===== src/rtl/mem_access_ctrl_pkg.sv =====
// Shared types and defaults for the memory access sequencer (mem_access_ctrl).
package mem_ctrl_pkg;

  localparam int DEF_AW = 16;
  localparam int DEF_DW = 16;

  typedef enum logic [1:0] {
    IDLE   = 2'd0,
    LOAD   = 2'd1,
    ACCESS = 2'd2,
    DONE   = 2'd3
  } state_t;

  typedef enum logic {
    OWN_FETCH = 1'b0,
    OWN_DATA  = 1'b1
  } owner_t;

endpackage


===== src/rtl/mem_access_ctrl_if.sv =====
// Requester, MAR and memory-port signals of mem_access_ctrl.
// master = CPU/memory environment side, slave = the sequencer itself.
interface mem_access_ctrl_if import mem_ctrl_pkg::*; #(
  parameter int AW = DEF_AW,
  parameter int DW = DEF_DW
);

  logic          f_req;
  logic [AW-1:0] f_addr;
  logic          f_gnt;
  logic [DW-1:0] f_rdata;

  logic          d_req;
  logic          d_we;
  logic [AW-1:0] d_addr;
  logic [DW-1:0] d_wdata;
  logic          d_gnt;
  logic [DW-1:0] d_rdata;

  logic          mar_en;
  logic [AW-1:0] mar_addr;

  logic          mem_req;
  logic          mem_we;
  logic [DW-1:0] mem_wdata;
  logic [DW-1:0] mem_rdata;
  logic          mem_ready;
  logic          err;

  modport master (
    output f_req, f_addr, d_req, d_we, d_addr, d_wdata, mem_rdata, mem_ready,
    input  f_gnt, f_rdata, d_gnt, d_rdata, mar_en, mar_addr,
           mem_req, mem_we, mem_wdata, err
  );

  modport slave (
    input  f_req, f_addr, d_req, d_we, d_addr, d_wdata, mem_rdata, mem_ready,
    output f_gnt, f_rdata, d_gnt, d_rdata, mar_en, mar_addr,
           mem_req, mem_we, mem_wdata, err
  );

endinterface


===== src/rtl/mem_access_ctrl_arb.sv =====
// Two-input round-robin arbiter: on a tie the requester not served last wins.
module rr_arbiter2 import mem_ctrl_pkg::*; (
  input  logic   clk,
  input  logic   reset,
  input  logic   en,
  input  logic   req_f,
  input  logic   req_d,
  output owner_t owner
);

  owner_t last_owner;

  always_comb begin
    owner = OWN_FETCH;
    if (req_f && req_d) begin
      owner = (last_owner == OWN_DATA) ? OWN_FETCH : OWN_DATA;
    end else if (req_d) begin
      owner = OWN_DATA;
    end
  end

  // Resetting to DATA hands the first tie after reset to fetch.
  always_ff @(posedge clk or posedge reset) begin
    if (reset) begin
      last_owner <= OWN_DATA;
    end else if (en) begin
      last_owner <= owner;
    end
  end

endmodule


===== src/rtl/mem_access_ctrl.sv =====
// Shares the MAR and memory port between fetch and data requesters (IDLE/LOAD/ACCESS/DONE).
// Define MEM_TIMEOUT_EN to abort ACCESS after TIMEOUT cycles without mem_ready.
module mem_access_ctrl import mem_ctrl_pkg::*; #(
  parameter int AW      = DEF_AW,
  parameter int DW      = DEF_DW,
  parameter int TIMEOUT = 15
) (
  input logic               clk,
  input logic               reset,
  mem_access_ctrl_if.slave  bus
);

  state_t        state;
  state_t        next_state;
  owner_t        owner;
  owner_t        win_owner;
  logic [AW-1:0] addr_q;
  logic          we_q;
  logic [DW-1:0] wdata_q;

  logic          any_req;
  logic          start;
  logic          timed_out;
  logic [AW-1:0] sel_addr;
  logic          sel_we;
  logic [DW-1:0] sel_wdata;
  logic [DW-1:0] read_value;

  logic          f_gnt_d;
  logic          d_gnt_d;
  logic          mar_en_d;
  logic          mem_req_d;
  logic          mem_we_d;
  logic          err_d;
  logic [DW-1:0] f_rdata_d;
  logic [DW-1:0] d_rdata_d;
  logic [DW-1:0] mem_wdata_d;
  logic [AW-1:0] mar_addr_d;

  assign any_req = bus.f_req | bus.d_req;
  assign start   = (state == IDLE) && any_req;

  rr_arbiter2 u_arb (
    .clk   (clk),
    .reset (reset),
    .en    (start),
    .req_f (bus.f_req),
    .req_d (bus.d_req),
    .owner (win_owner)
  );

  assign sel_addr  = (win_owner == OWN_FETCH) ? bus.f_addr : bus.d_addr;
  assign sel_we    = (win_owner == OWN_DATA) && bus.d_we;
  assign sel_wdata = (win_owner == OWN_DATA) ? bus.d_wdata : '0;

  // Writes return zero data; so does a timed-out access since mem_ready is low.
  assign read_value = (bus.mem_ready && !we_q) ? bus.mem_rdata : '0;

`ifdef MEM_TIMEOUT_EN
  localparam int CW = $clog2(TIMEOUT + 1);

  logic [CW-1:0] wait_cnt;

  // Cleared during LOAD so it starts at zero on the first ACCESS cycle.
  always_ff @(posedge clk or posedge reset) begin
    if (reset) begin
      wait_cnt <= '0;
    end else if (state == LOAD) begin
      wait_cnt <= '0;
    end else if ((state == ACCESS) && !bus.mem_ready) begin
      wait_cnt <= wait_cnt + 1'b1;
    end
  end

  assign timed_out = (state == ACCESS) && !bus.mem_ready &&
                     (wait_cnt == CW'(TIMEOUT - 1));
`else
  logic unused_timeout;
  assign unused_timeout = (TIMEOUT != 0);
  assign timed_out      = 1'b0;
`endif

  always_ff @(posedge clk or posedge reset) begin
    if (reset) begin
      state <= IDLE;
    end else begin
      state <= next_state;
    end
  end

  always_comb begin
    next_state = state;
    case (state)
      IDLE:    if (any_req) next_state = LOAD;
      LOAD:    next_state = ACCESS;
      ACCESS:  if (bus.mem_ready || timed_out) next_state = DONE;
      DONE:    next_state = IDLE;
      default: next_state = IDLE;
    endcase
  end

  always_ff @(posedge clk or posedge reset) begin
    if (reset) begin
      owner   <= OWN_FETCH;
      addr_q  <= '0;
      we_q    <= 1'b0;
      wdata_q <= '0;
    end else if (start) begin
      owner   <= win_owner;
      addr_q  <= sel_addr;
      we_q    <= sel_we;
      wdata_q <= sel_wdata;
    end
  end

  // Outputs are decoded from the upcoming state and registered below,
  // so each one is visible in the cycle its state is entered.
  always_comb begin
    f_gnt_d     = 1'b0;
    d_gnt_d     = 1'b0;
    f_rdata_d   = '0;
    d_rdata_d   = '0;
    mar_en_d    = 1'b0;
    mar_addr_d  = '0;
    mem_req_d   = 1'b0;
    mem_we_d    = 1'b0;
    mem_wdata_d = '0;
    err_d       = 1'b0;
    case (next_state)
      LOAD: begin
        mar_en_d   = 1'b1;
        mar_addr_d = sel_addr;
      end
      ACCESS: begin
        mem_req_d   = 1'b1;
        mem_we_d    = we_q;
        mem_wdata_d = wdata_q;
      end
      DONE: begin
        err_d = timed_out;
        if (owner == OWN_FETCH) begin
          f_gnt_d   = 1'b1;
          f_rdata_d = read_value;
        end else begin
          d_gnt_d   = 1'b1;
          d_rdata_d = read_value;
        end
      end
      default: ;
    endcase
  end

  always_ff @(posedge clk or posedge reset) begin
    if (reset) begin
      bus.f_gnt     <= 1'b0;
      bus.d_gnt     <= 1'b0;
      bus.f_rdata   <= '0;
      bus.d_rdata   <= '0;
      bus.mar_en    <= 1'b0;
      bus.mar_addr  <= '0;
      bus.mem_req   <= 1'b0;
      bus.mem_we    <= 1'b0;
      bus.mem_wdata <= '0;
      bus.err       <= 1'b0;
    end else begin
      bus.f_gnt     <= f_gnt_d;
      bus.d_gnt     <= d_gnt_d;
      bus.f_rdata   <= f_rdata_d;
      bus.d_rdata   <= d_rdata_d;
      bus.mar_en    <= mar_en_d;
      bus.mar_addr  <= mar_addr_d;
      bus.mem_req   <= mem_req_d;
      bus.mem_we    <= mem_we_d;
      bus.mem_wdata <= mem_wdata_d;
      bus.err       <= err_d;
    end
  end

endmodule


===== src/flat_wrapper.sv =====
// flat-port wrapper written by rule: the top's interface ports become plain ports
module mem_access_ctrl_flat import mem_ctrl_pkg::*;
#(
  parameter int AW      = DEF_AW,
  parameter int DW      = DEF_DW,
  parameter int TIMEOUT = 15
)
  (clk, reset, bus_f_req, bus_f_addr, bus_d_req, bus_d_we, bus_d_addr, bus_d_wdata, bus_mem_rdata, bus_mem_ready, bus_f_gnt, bus_f_rdata, bus_d_gnt, bus_d_rdata, bus_mar_en, bus_mar_addr, bus_mem_req, bus_mem_we, bus_mem_wdata, bus_err);
  mem_access_ctrl_if #(.AW(AW), .DW(DW)) bus_i ();
  input logic clk;
  input logic reset;
  input wire logic [$bits(bus_i.f_req)-1:0] bus_f_req;
  input wire logic [$bits(bus_i.f_addr)-1:0] bus_f_addr;
  input wire logic [$bits(bus_i.d_req)-1:0] bus_d_req;
  input wire logic [$bits(bus_i.d_we)-1:0] bus_d_we;
  input wire logic [$bits(bus_i.d_addr)-1:0] bus_d_addr;
  input wire logic [$bits(bus_i.d_wdata)-1:0] bus_d_wdata;
  input wire logic [$bits(bus_i.mem_rdata)-1:0] bus_mem_rdata;
  input wire logic [$bits(bus_i.mem_ready)-1:0] bus_mem_ready;
  output wire logic [$bits(bus_i.f_gnt)-1:0] bus_f_gnt;
  output wire logic [$bits(bus_i.f_rdata)-1:0] bus_f_rdata;
  output wire logic [$bits(bus_i.d_gnt)-1:0] bus_d_gnt;
  output wire logic [$bits(bus_i.d_rdata)-1:0] bus_d_rdata;
  output wire logic [$bits(bus_i.mar_en)-1:0] bus_mar_en;
  output wire logic [$bits(bus_i.mar_addr)-1:0] bus_mar_addr;
  output wire logic [$bits(bus_i.mem_req)-1:0] bus_mem_req;
  output wire logic [$bits(bus_i.mem_we)-1:0] bus_mem_we;
  output wire logic [$bits(bus_i.mem_wdata)-1:0] bus_mem_wdata;
  output wire logic [$bits(bus_i.err)-1:0] bus_err;
  assign bus_i.f_req = bus_f_req;
  assign bus_i.f_addr = bus_f_addr;
  assign bus_i.d_req = bus_d_req;
  assign bus_i.d_we = bus_d_we;
  assign bus_i.d_addr = bus_d_addr;
  assign bus_i.d_wdata = bus_d_wdata;
  assign bus_i.mem_rdata = bus_mem_rdata;
  assign bus_i.mem_ready = bus_mem_ready;
  assign bus_f_gnt = bus_i.f_gnt;
  assign bus_f_rdata = bus_i.f_rdata;
  assign bus_d_gnt = bus_i.d_gnt;
  assign bus_d_rdata = bus_i.d_rdata;
  assign bus_mar_en = bus_i.mar_en;
  assign bus_mar_addr = bus_i.mar_addr;
  assign bus_mem_req = bus_i.mem_req;
  assign bus_mem_we = bus_i.mem_we;
  assign bus_mem_wdata = bus_i.mem_wdata;
  assign bus_err = bus_i.err;
  mem_access_ctrl #(.AW(AW), .DW(DW), .TIMEOUT(TIMEOUT)) u_core (.clk(clk), .reset(reset), .bus(bus_i));
endmodule

===== config.mk =====
export PLATFORM = sky130hd
export DESIGN_NAME = mem_access_ctrl_flat
export DESIGN_NICKNAME = d
export VERILOG_FILES = /design/src/rtl/mem_access_ctrl_pkg.sv /design/src/rtl/mem_access_ctrl_if.sv /design/src/rtl/mem_access_ctrl_arb.sv /design/src/rtl/mem_access_ctrl.sv /design/src/flat_wrapper.sv
export SDC_FILE = /design/constraint.sdc
export NUM_CORES = 1
export LEC_CHECK = 0
export ABC_AREA = 1
export BUFFER_PORTS_ARGS = -buffer_cell sky130_fd_sc_hd__buf_2
export CAP_MARGIN = 20
export CORE_MARGIN = 3
export CORE_UTILIZATION = 47
export CTS_CLUSTER_DIAMETER = 120
export DETAILED_ROUTE_END_ITERATION = 8
export GPL_ROUTABILITY_DRIVEN = 0
export PLACE_DENSITY = 0.9
export SKIP_LAST_GASP = 1
export SYNTH_ARGS = -nofsm -noshare
export SYNTH_HDL_FRONTEND = slang
export SYNTH_SLANG_ARGS = --single-unit

===== constraint.sdc =====
create_clock -name clk -period 3.3 [get_ports clk]
set_clock_uncertainty 0.2 [all_clocks]
set_input_delay 0.33 -clock clk [delete_from_list [all_inputs] [get_ports clk]]
set_output_delay 0.33 -clock clk [all_outputs]
set_load 0.02 [all_outputs]

After elaboration in Yosys (flattened, before gate mapping) --
Index checks and enable logic that the tools add are counted.
Storage, ports and cells: register bits 90, latch bits 0, bits in writable memories 0, bits in read-only memories 0, output and inout bits 70, memories kept 0
Cells by class: add/sub/neg operators 0, multipliers 0, div/mod/pow operators 0, $lt $le $gt $ge 0, eq/ne operators 6, shift operators 0, multiplexer cells 22, bitwise operators 1, reductions and logical operators 6
Operator list (count):
- $mux 16 | 9
- $mux 1 | 10
- $eq 2x2->1 const B | 4
- $pmux 2 s4 | 1
- $eq 2x1->1 const B | 2
- $logic_and 1x1->1 | 4
- $mux 2 | 2
- $logic_not 2->1 | 1
- $logic_not 1->1 | 1
- $or 1x1->1 | 1

Depth between registers and ports, before layout --
depth in word-level cells 5, gate-level depth with buffers 6

Cells and area by module --
A second synthesis with hierarchy kept.
Second synthesis, totals: cell total of the unflattened synthesis 310, area, all modules 3392.0 µm²
Modules (own cells, without submodules):
- mem_access_ctrl | times used 1, cells an instance 302, area an instance 3335.7 µm²
- rr_arbiter2 | times used 1, cells an instance 8, area an instance 56.3 µm²

Least setup slack after synthesis --
OpenSTA, ideal clock, no wires.
kind flip-flop to flip-flop, start register u_core.state[1], end register u_core.bus.mem_wdata[10] (netlist bit), library setup time 120 ps, data arrival time 1042 ps, data required time 2980 ps, slack 1938 ps, stages on the path, launching flop included 6, period minus slack after synthesis 1362 ps, cell sequence dfrtp_1 > nor2_2 > inv_1 > nand3_2 > buf_2 > nor2_1
On the way: word-level cells in the longest chain between the ends 4, elaborated cells between the ends (all ways) 9, those cells by class 4 x eq/ne; 4 x mux; 1 x reduce/logical
RTL lines:
- from (decl) | RTL line mem_access_ctrl.sv:13 | state_t state;
- from (signal assigned) | RTL line mem_access_ctrl.sv:87 | state <= next_state;
- $eq 2x2->1, or another cell as far along | RTL line mem_access_ctrl.sv:93 | case (state)
- $pmux 2 s4 (*) | RTL line mem_access_ctrl.sv:93
- $eq 2x2->1 (*) | RTL line mem_access_ctrl.sv:129 | case (next_state)
- $mux 16 (*) | RTL line mem_access_ctrl.sv:129
- named net u_core.mem_wdata_d[10] | RTL line mem_access_ctrl.sv:37 | logic [DW-1:0] mem_wdata_d;
- to (signal assigned) | RTL line mem_access_ctrl.sv:174 | bus.mem_wdata <= mem_wdata_d;
- to (decl) | RTL line mem_access_ctrl_if.sv:39 | mem_req, mem_we, mem_wdata, err
Mark *: on every way through the listed nets, which the timed path passes. The rest lies on a longest branch. A chain may end at the register's enable or synchronous reset.

Worst setup path in the final report --
start register u_core.state[1], end register u_core.we_q
On the way: word-level cells in the longest chain between the ends 2
RTL lines:
- $logic_not 2->1 | RTL line mem_access_ctrl.sv:41 | assign start = (state == IDLE) && any_req;
- $logic_and 1x1->1 | RTL line mem_access_ctrl.sv:41
- to (signal assigned) | RTL line mem_access_ctrl.sv:111 | we_q <= sel_we;
- to (decl) | RTL line mem_access_ctrl.sv:18 | logic we_q;
Every way passes these cells.

==> parameters.txt <==
Parameter                              Value

Outcome
  Result of the run    finished, final reports clean

GRT
  Wire length of the first global-routing pass    11,500 µm
  Largest net degree at the start of global routing    58
  Vias in the first global route    2,528
  Antenna violations before repair    0
  Combined global-route utilization of all metal layers    18.9%
  Total congestion overflow    0

CTS
  Root Buffer Master    clkbuf_8
  Number of buffers inserted by hold repair at cts    1
  Post-CTS Repair Setup Buffers    0
  Clock tree from TritonCTS    built
  CTS H-tree lvls    3
  Source-to-sink clock delay at the later pin of the worst-skew pair    about 0.34 ns
  Maximum clock path buffer count    2
  Num Clock Sinks    90
  Cells resized by post-CTS repair    0
  Reg clk slew, reported paths    around 0.09 ns
  TritonCTS buffer count    9

Critical path
  Chain of cells forming the critical path    nor2_2 -> o21ai_4 -> nand2_1 -> nand2_1
  Worst Path Required    3.33 ns
  Kind of cell adding the most delay to the critical path    simple AND/OR/NAND/NOR gates
  Crit-path slowest cell    nor2_2
  Crit path buf inv count    0
  Most frequent cell on the critical path    nand2_1
  Type of origin of the critical path    flop
  Worst stage delay on the critical path    between 0.6 and 0.7 ns
  Nature of the critical path endpoint    flop
  Endpoint arrival time on the critical path    2.16 ns
  Reg2reg start    u_core.state[1]$_DFF_PP0_
  Max Fanout on Critical Path    37
  Launch point of the critical path    u_core.state[1]$_DFF_PP0_
  Worst Path Class, Setup    flop to flop

Die
  Area of the die    0.00800 mm²
  Die outline width    89.4 µm
  Area of the placeable core    roughly 0.0065 mm²
  Starting Density    50.1%
  Number of I/O pins    140
  Chip height    89.4 µm
  Row Count    29

Drt
  Via total after detailed routing    2,559
  Violation count after the first detailed-route iteration    between 80 and 90
  Routed length per placed instance    13.9 µm
  Length of the first detailed-routing pass in iterations    4
  Number of remaining DRC errors    0
  Final wirelength    7410 µm
  Detailed-route vias per instance    approximately 4.8
  ANT nets after route    0

STA
  Post-Route Hold Slack    between 0.02 and 0.025 ns
  Fin crit period    2.13 ns
  Maximum clock rate    0.469 GHz
  Period utilization    between 60% and 70%
  Setup TNS after final layout    0 ns
  Worst Tran Pin Value    0.922 ns
  Hold violation total from the final report    0
  Unrepaired setup endpoints after global routing    false
  Setup Viol. Count Final    0
  Number of pins exceeding their max-slew limit in the final report    0
  Worst slew margin relative to its limit    38.3%

Layout
  Fill count    537
  Fraction of final layout cells sized beyond drive strength 1    a little under two fifths
  Layout Cells excl Fill    approximately 540
  Final cell area excluding filler cells    0.00419 mm²
  Total area of sequential cells    0.00225 mm²
  Post-layout nets    around 520
  Multi-input gate area in the final layout    810 µm²
  Number of diodes    0
  Area growth, synth to finish    28.2%

Synthesis
  Gate Count Post-Synth    317
  Most area-consuming cells after synthesis    dfrtp_1 68%, nand2_1 8.5%, nor2_1 5.6%
  Share of the synthesized area in the top cell type    68.1%
  Net count after synthesis    about 390
  Cell taking the most area after synthesis    dfrtp_1
  Sequential area share after synthesis    68.9%
  Post-synth design cell area    0.00327 mm²
  Post-synthesis average cell area    10.3 µm²
  Warnings, synthesis    0
  Netlist cell types    18
  Yosys reg bits    90

Power and ir drop
  Clock network power share    ~22%
  Share of power burned in registers    46.2%
  Power share of the combinational group    32.0%
  Internal Pwr Total    between 0.0015 and 0.002 W
  Leak pwr    2.44 nW
  Sw power    0.00124 W
  Switching share of power    38.8%
  Worst VDD drop    0.330 mV
  P per Cell Area    roughly 760 mW/mm²

Min path
  Hold Crit Class    input pin to flop
  Start point of the worst hold path    bus_f_addr[9]

Flow run
  MaxCap Viol Count    0

Placed design
  Total cell area at the placement stage    between 0.003 and 0.004 mm²
  Cell count after placement    between 500 and 600
  I/O Buffers    138
  HPWL Detailed    5280 µm
-- worst paths after layout --
check	end	slack (ns)	depth (start not counted)
max	u_core.we_q$_DFFE_PP0P_	1.17	4
min	u_core.bus.mar_addr[9]$_DFF_PP0_	0.02	3
max reg2reg	u_core.we_q$_DFFE_PP0P_	1.17	4
min reg2reg	u_core.wdata_q[4]$_DFFE_PP0P_	0.28	2
max in group asynchronous	u_core.bus.d_rdata[14]$_DFF_PP0_	1.84	5
min in group asynchronous	u_core.bus.mem_wdata[5]$_DFF_PP0_	0.24	3
-- synth_stat cells --
master,n
a21oi_1,17
buf_2,7
buf_4,5
buf_6,2
clkbuf_1,4
conb_1,1
dfrtp_1,89
dfstp_2,1
inv_1,24
inv_2,2
nand2_1,74
nand2_2,1
nand3_1,17
nand3_2,2
nand4_1,17
nor2_1,49
nor2_2,4
o21ai_4,1
-- flip-flops by register name (all words and copies together) (netlist names), 2 cells and up --
signal                count
u_core.bus.d_rdata       16
u_core.state              2
u_core.bus.f_rdata       16
u_core.wdata_q           16
u_core.bus.mem_wdata     16
u_core.bus.mar_addr      16
-- through the flow --
| step | utilization [%] | power [W] | worst slack (ns) |
|---|---|---|---|
| floorplan | - | 0.00222 | 0.436 |
| global placement | 60.8 | 0.00248 | 1.30 |
| detailed placement | 60.8 | 0.00254 | 1.17 |
| CTS | 63.8 | 0.00323 | 1.16 |
| global route | 64.2 | 0.00342 | 0.969 |
| finish | 64.2 | 0.00320 | 1.17 |
-- cell families (layout without fill, tap and decap cells) --
group | Yosys count | in the layout | share of synthesized area [%]
compound gates | 18 | 18 | 3.10
buf+inv | 44 | 185 | 6.35
flops | 90 | 90 | 68.9
other cells | 1 | 1 | 0.115
simple gates | 164 | 164 | 21.5
-- layout by cell type (no fill, tap or decap) --
| master | instances |
|---|---|
| buf_2 | 138 |
| dfrtp_1 | 89 |
| nand2_1 | 74 |
| nor2_1 | 49 |
| inv_1 | 23 |
| a21oi_1 | 17 |
| nand3_1 | 17 |
| nand4_1 | 17 |
| clkbuf_8 | 9 |
| nor2_2 | 4 |
| inv_6 | 4 |
| buf_4 | 3 |
| nand3_2 | 2 |
| inv_2 | 2 |
| o21ai_4 | 1 |
| nand2_2 | 1 |
| clkinv_2 | 1 |
| conb_1 | 1 |
| inv_8 | 1 |
| clkinv_4 | 1 |
| clkbuf_1 | 1 |
| dlygate4sd3_1 | 1 |
| buf_16 | 1 |
| dfstp_2 | 1 |
-- per-layer routing --
metal / GRT usage [%] / share of wire [%] / vias up
met1: 21.8 / 40 / 1157
met3: 5.81 / 11 / 11
met2: 32.8 / 48 / 131
met5: 0 / 0 / -
li1: - / - / 1260
met4: 7.44 / 1.3 / 0
-- worst min-delay path, stage by stage --
cell and delay [ns]:
buf_2 0.10, nand2_1 0.05, a21oi_1 0.05
-- final cells by class --
| type | count | area share, % |
|---|---|---|
| Timing Repair Buffer | 143 | 17.9 |
| Tap cell | 77 | 2.30 |
| Multi-Input combinational cell | 183 | 19.3 |
| Clock buffer | 10 | 3.04 |
| Inverter | 26 | 2.36 |
| Sequential cell | 90 | 53.8 |
| Clock inverter | 6 | 1.31 |
-- power groups by stage --
stage                     Combinational, W  Clock, W  Sequential [W]
after detailed placement           0.00103         0         0.00150
after floorplan                   0.000509         0         0.00171
final                              0.00103  0.000696         0.00148
after global placement            0.000988         0         0.00149
after CTS                          0.00104  0.000714         0.00148
after global routing               0.00115  0.000763         0.00151
No activity file was read; power rests on OpenSTA's default activity.
